`src/rtl/alu_issue.sv`:
```
// alu_issue
// ---------
// Issue stage between decode and the execution-unit ALU. Accepts decoded
// instruction fields over a valid/ready handshake, translates opcode/funct
// into the 4-bit ALU control code, selects the operands and presents them
// registered to the ALU. A MUL can be held for MUL_CYCLES cycles before it is
// presented, which gives the combinational multiplier a multicycle window.
//
// Configuration macro: ALU_ISSUE_MUL_STALL_EN
//   defined     - MUL waits in MULW for a countdown before out_valid rises.
//   not defined - MUL is issued like ADD/SUB; the MULW state and counter do
//                 not exist and MUL_CYCLES has no effect.
//
// Parameters:
//   MUL_CYCLES   cycles a MUL is held before out_valid (1..15)
//
// Ports:
//   clk          system clock, rising edge
//   reset        asynchronous active-high reset, clears all state
//   flush        synchronous discard of held or pending operation
//   in_valid     decode presents an instruction
//   in_ready     issue can accept this cycle (combinational)
//   opcode       instruction opcode [5:0]
//   funct        R-type function field [5:0]
//   rs_data      first register operand [31:0]
//   rt_data      second register operand [31:0]
//   imm          immediate field [15:0]
//   out_valid    ALUControl/data1/data2 valid for the ALU
//   out_ready    execute stage consumes the operation this cycle
//   ALUControl   ALU control code: ADD=0000, SUB=0001, MUL=0010
//   data1        ALU operand 1
//   data2        ALU operand 2
//   illegal      one-cycle pulse after an undecodable instruction is accepted

module alu_issue #(
  parameter int MUL_CYCLES = 3
) (
  input  logic        clk,
  input  logic        reset,
  input  logic        flush,
  input  logic        in_valid,
  output logic        in_ready,
  input  logic [5:0]  opcode,
  input  logic [5:0]  funct,
  input  logic [31:0] rs_data,
  input  logic [31:0] rt_data,
  input  logic [15:0] imm,
  output logic        out_valid,
  input  logic        out_ready,
  output logic [3:0]  ALUControl,
  output logic [31:0] data1,
  output logic [31:0] data2,
  output logic        illegal
);

  localparam logic [5:0] OP_RTYPE = 6'b000000;
  localparam logic [5:0] OP_ADDI  = 6'b001000;
  localparam logic [5:0] OP_BEQ   = 6'b000100;
  localparam logic [5:0] F_ADD    = 6'b100000;
  localparam logic [5:0] F_SUB    = 6'b100010;
  localparam logic [5:0] F_MUL    = 6'b011000;

  localparam logic [3:0] CTRL_ADD = 4'b0000;
  localparam logic [3:0] CTRL_SUB = 4'b0001;
  localparam logic [3:0] CTRL_MUL = 4'b0010;

  // Out-of-range MUL_CYCLES would wrap the 4-bit countdown.
  if ((MUL_CYCLES < 1) || (MUL_CYCLES > 15)) begin : g_bad_mul_cycles
    $error("alu_issue: MUL_CYCLES must be in 1..15");
  end

`ifdef ALU_ISSUE_MUL_STALL_EN
  typedef enum logic [1:0] {
    IDLE = 2'd0,
    HOLD = 2'd1,
    MULW = 2'd2
  } state_t;

  localparam logic [3:0] MUL_LOAD = 4'(MUL_CYCLES - 1);

  logic [3:0] cnt;
  logic       to_mulw;
`else
  typedef enum logic [1:0] {
    IDLE = 2'd0,
    HOLD = 2'd1
  } state_t;
`endif

  state_t      state;
  logic        accept;
  logic        dec_ok;
  logic [3:0]  dec_ctrl;
  logic [31:0] dec_d2;

  // A new instruction may enter when the output register is empty, or in the
  // same cycle the held operation drains. Flush blocks acceptance outright.
  assign in_ready = !flush && ((state == IDLE) || ((state == HOLD) && out_ready));
  assign accept   = in_valid && in_ready;

  // Opcode/funct translation and operand-2 selection.
  always_comb begin
    dec_ok   = 1'b1;
    dec_ctrl = CTRL_ADD;
    dec_d2   = rt_data;
    case (opcode)
      OP_RTYPE: begin
        case (funct)
          F_ADD:   dec_ctrl = CTRL_ADD;
          F_SUB:   dec_ctrl = CTRL_SUB;
          F_MUL:   dec_ctrl = CTRL_MUL;
          default: dec_ok   = 1'b0;
        endcase
      end
      OP_ADDI: begin
        dec_ctrl = CTRL_ADD;
        dec_d2   = {{16{imm[15]}}, imm};
      end
      // beq compares by subtraction; the ALU zero flag resolves the branch.
      OP_BEQ:  dec_ctrl = CTRL_SUB;
      default: dec_ok   = 1'b0;
    endcase
  end

`ifdef ALU_ISSUE_MUL_STALL_EN
  // With a single-cycle MUL window the countdown is skipped entirely.
  assign to_mulw = (dec_ctrl == CTRL_MUL) && (MUL_CYCLES > 1);
`endif

  // Issue FSM with registered outputs. Flush wins over every other event;
  // illegal is cleared every cycle so it can only ever be a single pulse.
  always_ff @(posedge clk or posedge reset) begin
    if (reset) begin
      state      <= IDLE;
      out_valid  <= 1'b0;
      ALUControl <= CTRL_ADD;
      data1      <= '0;
      data2      <= '0;
      illegal    <= 1'b0;
`ifdef ALU_ISSUE_MUL_STALL_EN
      cnt        <= '0;
`endif
    end else begin
      illegal <= 1'b0;
      if (flush) begin
        state     <= IDLE;
        out_valid <= 1'b0;
`ifdef ALU_ISSUE_MUL_STALL_EN
        cnt       <= '0;
`endif
      end else begin
        case (state)
          IDLE, HOLD: begin
            if (accept) begin
              if (dec_ok) begin
                ALUControl <= dec_ctrl;
                data1      <= rs_data;
                data2      <= dec_d2;
`ifdef ALU_ISSUE_MUL_STALL_EN
                if (to_mulw) begin
                  state     <= MULW;
                  out_valid <= 1'b0;
                  cnt       <= MUL_LOAD;
                end else begin
                  state     <= HOLD;
                  out_valid <= 1'b1;
                end
`else
                state     <= HOLD;
                out_valid <= 1'b1;
`endif
              end else begin
                illegal   <= 1'b1;
                state     <= IDLE;
                out_valid <= 1'b0;
              end
            end else if ((state == HOLD) && out_ready) begin
              state     <= IDLE;
              out_valid <= 1'b0;
            end
          end
`ifdef ALU_ISSUE_MUL_STALL_EN
          // The countdown value reaching zero on this edge ends the window.
          MULW: begin
            if (cnt <= 4'd1) begin
              state     <= HOLD;
              out_valid <= 1'b1;
              cnt       <= '0;
            end else begin
              cnt <= cnt - 4'd1;
            end
          end
`endif
          default: begin
            state     <= IDLE;
            out_valid <= 1'b0;
          end
        endcase
      end
    end
  end

endmodule

```
`config.mk`:
```
export PLATFORM = sky130hd
export DESIGN_NAME = alu_issue
export DESIGN_NICKNAME = d
export VERILOG_FILES = /design/src/rtl/alu_issue.sv
export SDC_FILE = /design/constraint.sdc
export NUM_CORES = 1
export LEC_CHECK = 0
export BUFFER_PORTS_ARGS = -buffer_cell sky130_fd_sc_hd__buf_2
export CORE_UTILIZATION = 44
export CTS_CLUSTER_SIZE = 28
export DETAILED_ROUTE_END_ITERATION = 6
export PLACE_DENSITY = 0.85
export SLEW_MARGIN = 20
export SYNTH_ARGS = -nofsm -noshare
export SYNTH_HDL_FRONTEND = slang
export SYNTH_SLANG_ARGS = --single-unit
```
`constraint.sdc`:
```
create_clock -name clk -period 2.4 [get_ports clk]
set_input_delay 0.12 -clock clk [delete_from_list [all_inputs] [get_ports clk]]
set_output_delay 0.12 -clock clk [all_outputs]
set_load 0.01 [all_outputs]
```
==> impl_metrics.csv <==
group,metric,value,unit
status,status,"finished with violations",
status,violations,"design-rule violations",
global_route,grt_max_degree,57,
global_route,antenna_found_initial,0,
layout,stdcell_count,488,
setup_path,timing.rr.end,"data1[26]",
synth,synth_area_per_cell,13.4,µm²
setup_path,crit_buf_inv,3,
route,drt-total-wl,6950,µm
sta,tns,0,ns
sta,max_slew_margin,51.9,%
layout,drive_gt1_share,56.4,%
synth,netlist-cell-type-count,27,
global_route,gr-total-overflow,0,
layout,regArea,1700,µm²
layout,final_util,66.5,%
sta,fin_crit_sh,80.4,%
setup_path,r2r_slack,0.54,ns
power_and_ir_drop,p_per_area,723,nW/µm²
synth,yosysWarnings,0,
floorplan,dieArea,7160,µm²
setup_path,required,2.62,ns
route,drt-met1-wl,2750,µm
clock_tree,ctsRootBufferMaster,"clkbuf_8",
sta,grt_setup_unrepaired,"no",
flow_run,cap_violations,0,
route,drtAntennaViolNets,0,
floorplan,start_util,46.5,%
synth,syn_area,3000,µm²
layout,mostFrequentLayoutCell,"buf_2",
floorplan,io_pins,168,
setup_path,critPathTopFamily,"buffers and inverters",
layout,num-fill-cells,489,
layout,nNetsFinal,503,
clock_tree,insertion_delay,0.33,ns
floorplan,rows,29,
route,vias_per_cell,4.87,
clock_tree,clkSinkCount,68,
layout,areaGrowthSynthToFinish,43.1,%
sta,slew_viol_final,0,
setup_path,cp-endpoint,"data1[26]",
layout,fin_area,4290,µm²
synth,ys_seq_area_share,56.7,%
global_route,grt_pass1_vias,2447,
clock_tree,cts.htree.levels,3,
clock_tree,cts.path.max_buffers,2,
sta,fin_crit,1.93,ns
route,drc_errors,13,
power_and_ir_drop,power.total,3.10,mW
clock_tree,numCtsBuffers,9,
power_and_ir_drop,p_leak,2.32,nW
sta,final.setup_skew,0.00974,ns
setup_path,crit_cells,7,
clock_tree,cts_tree,"yes",
route,route.met2.wl,3520,µm
placed_design,dpl_worst_slack,0.227,ns
setup_path,path_class,"primary input to flip-flop",
sta,max_freq,0.519,GHz
sta,holdWs,0.0105,ns
route,met3_length,557,µm
floorplan,core_region_area,6460,µm²
placed_design,dpl_cell_area,3900,µm²
sta,worst_slack,0.471,ns
placed_design,dp_cells,457,
setup_path,crit_chain,"dlygate4sd3_1 > buf_2 > nor2b_1 > nor3b_2 > nor3b_4 > buf_12 > mux2_2",
synth,syn_inst,224,
placed_design,gp_congestion,0.763,
setup_path,worstSetupStartpointType,"primary input",
global_route,grt_usage,20.9,%
setup_path,worstSetupEndpointType,"flip-flop",
sta,max_slew.worst_pin.slew,0.721,ns
worst_hold_path,hold_path_class,"primary input to flip-flop",
floorplan,die_y,84.6,µm
global_route,grt_pass1_wl,11400,µm
route,detail_route.iter0.violations,109,
setup_path,critical_path.startpoint,"in_valid",
setup_path,crit_arrival,2.15,ns
placed_design,dp_hpwl,5010,µm
setup_path,r2r_cells,5,
setup_path,reg2reg_from,"out_valid",
layout,multiInputGateArea,1140,µm²
floorplan,fp.dieW,84.6,µm
setup_path,critPathMaxStageDelay,0.53,ns
setup_path,crit_slowest_cell,"dlygate4sd3_1",
route,num_vias,2376,
power_and_ir_drop,max-vdd-ir-drop,0.525,mV
sta,hold_violations,0,
clock_tree,clk_pin_slew,0.08,ns
route,post_drt_wl_per_cell,14.2,µm
sta,setup_viol,0,
placed_design,port_buffers,165,
route,highest_layer,"met4",
synth,synth_seq_cells,68,
setup_path,cp_max_fo,56,
route,dr.pass1.iters,6,
layout,antennaDiodeCount,0,
layout,final_cell_mix,"buf_2, dfrtp_1, mux2_2, mux2_1, inv_1",
-- Yosys cell counts --
master	number	area, µm²
nor3b_1	1	7.51
mux2_1	21	236
buf_6	3	33.8
and4b_1	1	10.0
a22o_1	1	8.76
nor3b_2	2	25.0
clkbuf_1	5	18.8
nor4_1	1	6.26
a21oi_1	17	85.1
nand3b_1	1	7.51
or2_2	1	6.26
nor3_1	3	15.0
buf_2	2	10.0
conb_1	1	3.75
buf_4	4	30.0
nor2_1	3	11.3
nand2_1	2	7.51
nor4bb_1	1	10.0
a31oi_1	1	6.26
nand4b_1	1	8.76
nor2b_1	2	12.5
mux2_2	42	473
inv_1	20	75.1
dfrtp_1	68	1700
o21ai_0	2	10.0
mux2i_1	17	170
or4_4	1	11.3
-- worst min path at each step --
stage          depth (start not counted)        end         from
2_1_floorplan                          2    illegal     in_valid
3_3_place_gp                           2  data2[31]        reset
3_5_place_dp                           2  data2[31]        reset
4_1_cts                                2  data1[11]  rs_data[11]
5_1_grt                                2  data1[18]  rs_data[18]
6_report                               2   data1[0]   rs_data[0]
-- layout make-up --
cell class,count,share of cell area [%]
inverters,20,1.75
clock inverters,7,2.88
multi-input cells,123,26.6
well taps,77,2.24
repair buffers,184,24.0
clock buffers,9,2.88
flip-flops and latches,68,39.6
-- state kept, by name, summed over array words and instances, names as in the netlist --
register	count
data2	32
ALUControl	2
out_valid	1
illegal	1
data1	32
-- logic make-up after synthesis --
logic type | after synthesis | share of synthesized area (%)
AOI/OAI and AO/OA | 21 | 3.67
buffers and inverters | 34 | 5.59
other | 1 | 0.125
muxes | 80 | 29.3
and+or+nand+nor | 20 | 4.63
DFF | 68 | 56.7
-- what timing repair did --
action | in CTS | in global routing
setup buffers | 0 | 0
resized for setup | 0 | 0
hold endpoints to repair | 44 | 2
hold buffers | 13 | 2
-- per-layer routing --
| layer | global-route usage [%] | up-vias |
|---|---|---|
| met1 | 24.4 | 1122 |
| li1 | - | 1130 |
| met5 | 0 | - |
| met3 | 5.51 | 12 |
| met4 | 8.47 | 0 |
| met2 | 36.6 | 112 |
-- power by group --
group / total, mW / switching [mW] / leakage [nW] / internal, mW
Clock: 1.15 / 0.453 / 0.120 / 0.697
Sequential: 1.39 / 0.0794 / 0.842 / 1.31
Combinational: 0.567 / 0.268 / 1.36 / 0.299
Total: 3.10 / 0.800 / 2.32 / 2.30
No activity file was read; power rests on OpenSTA's default activity.
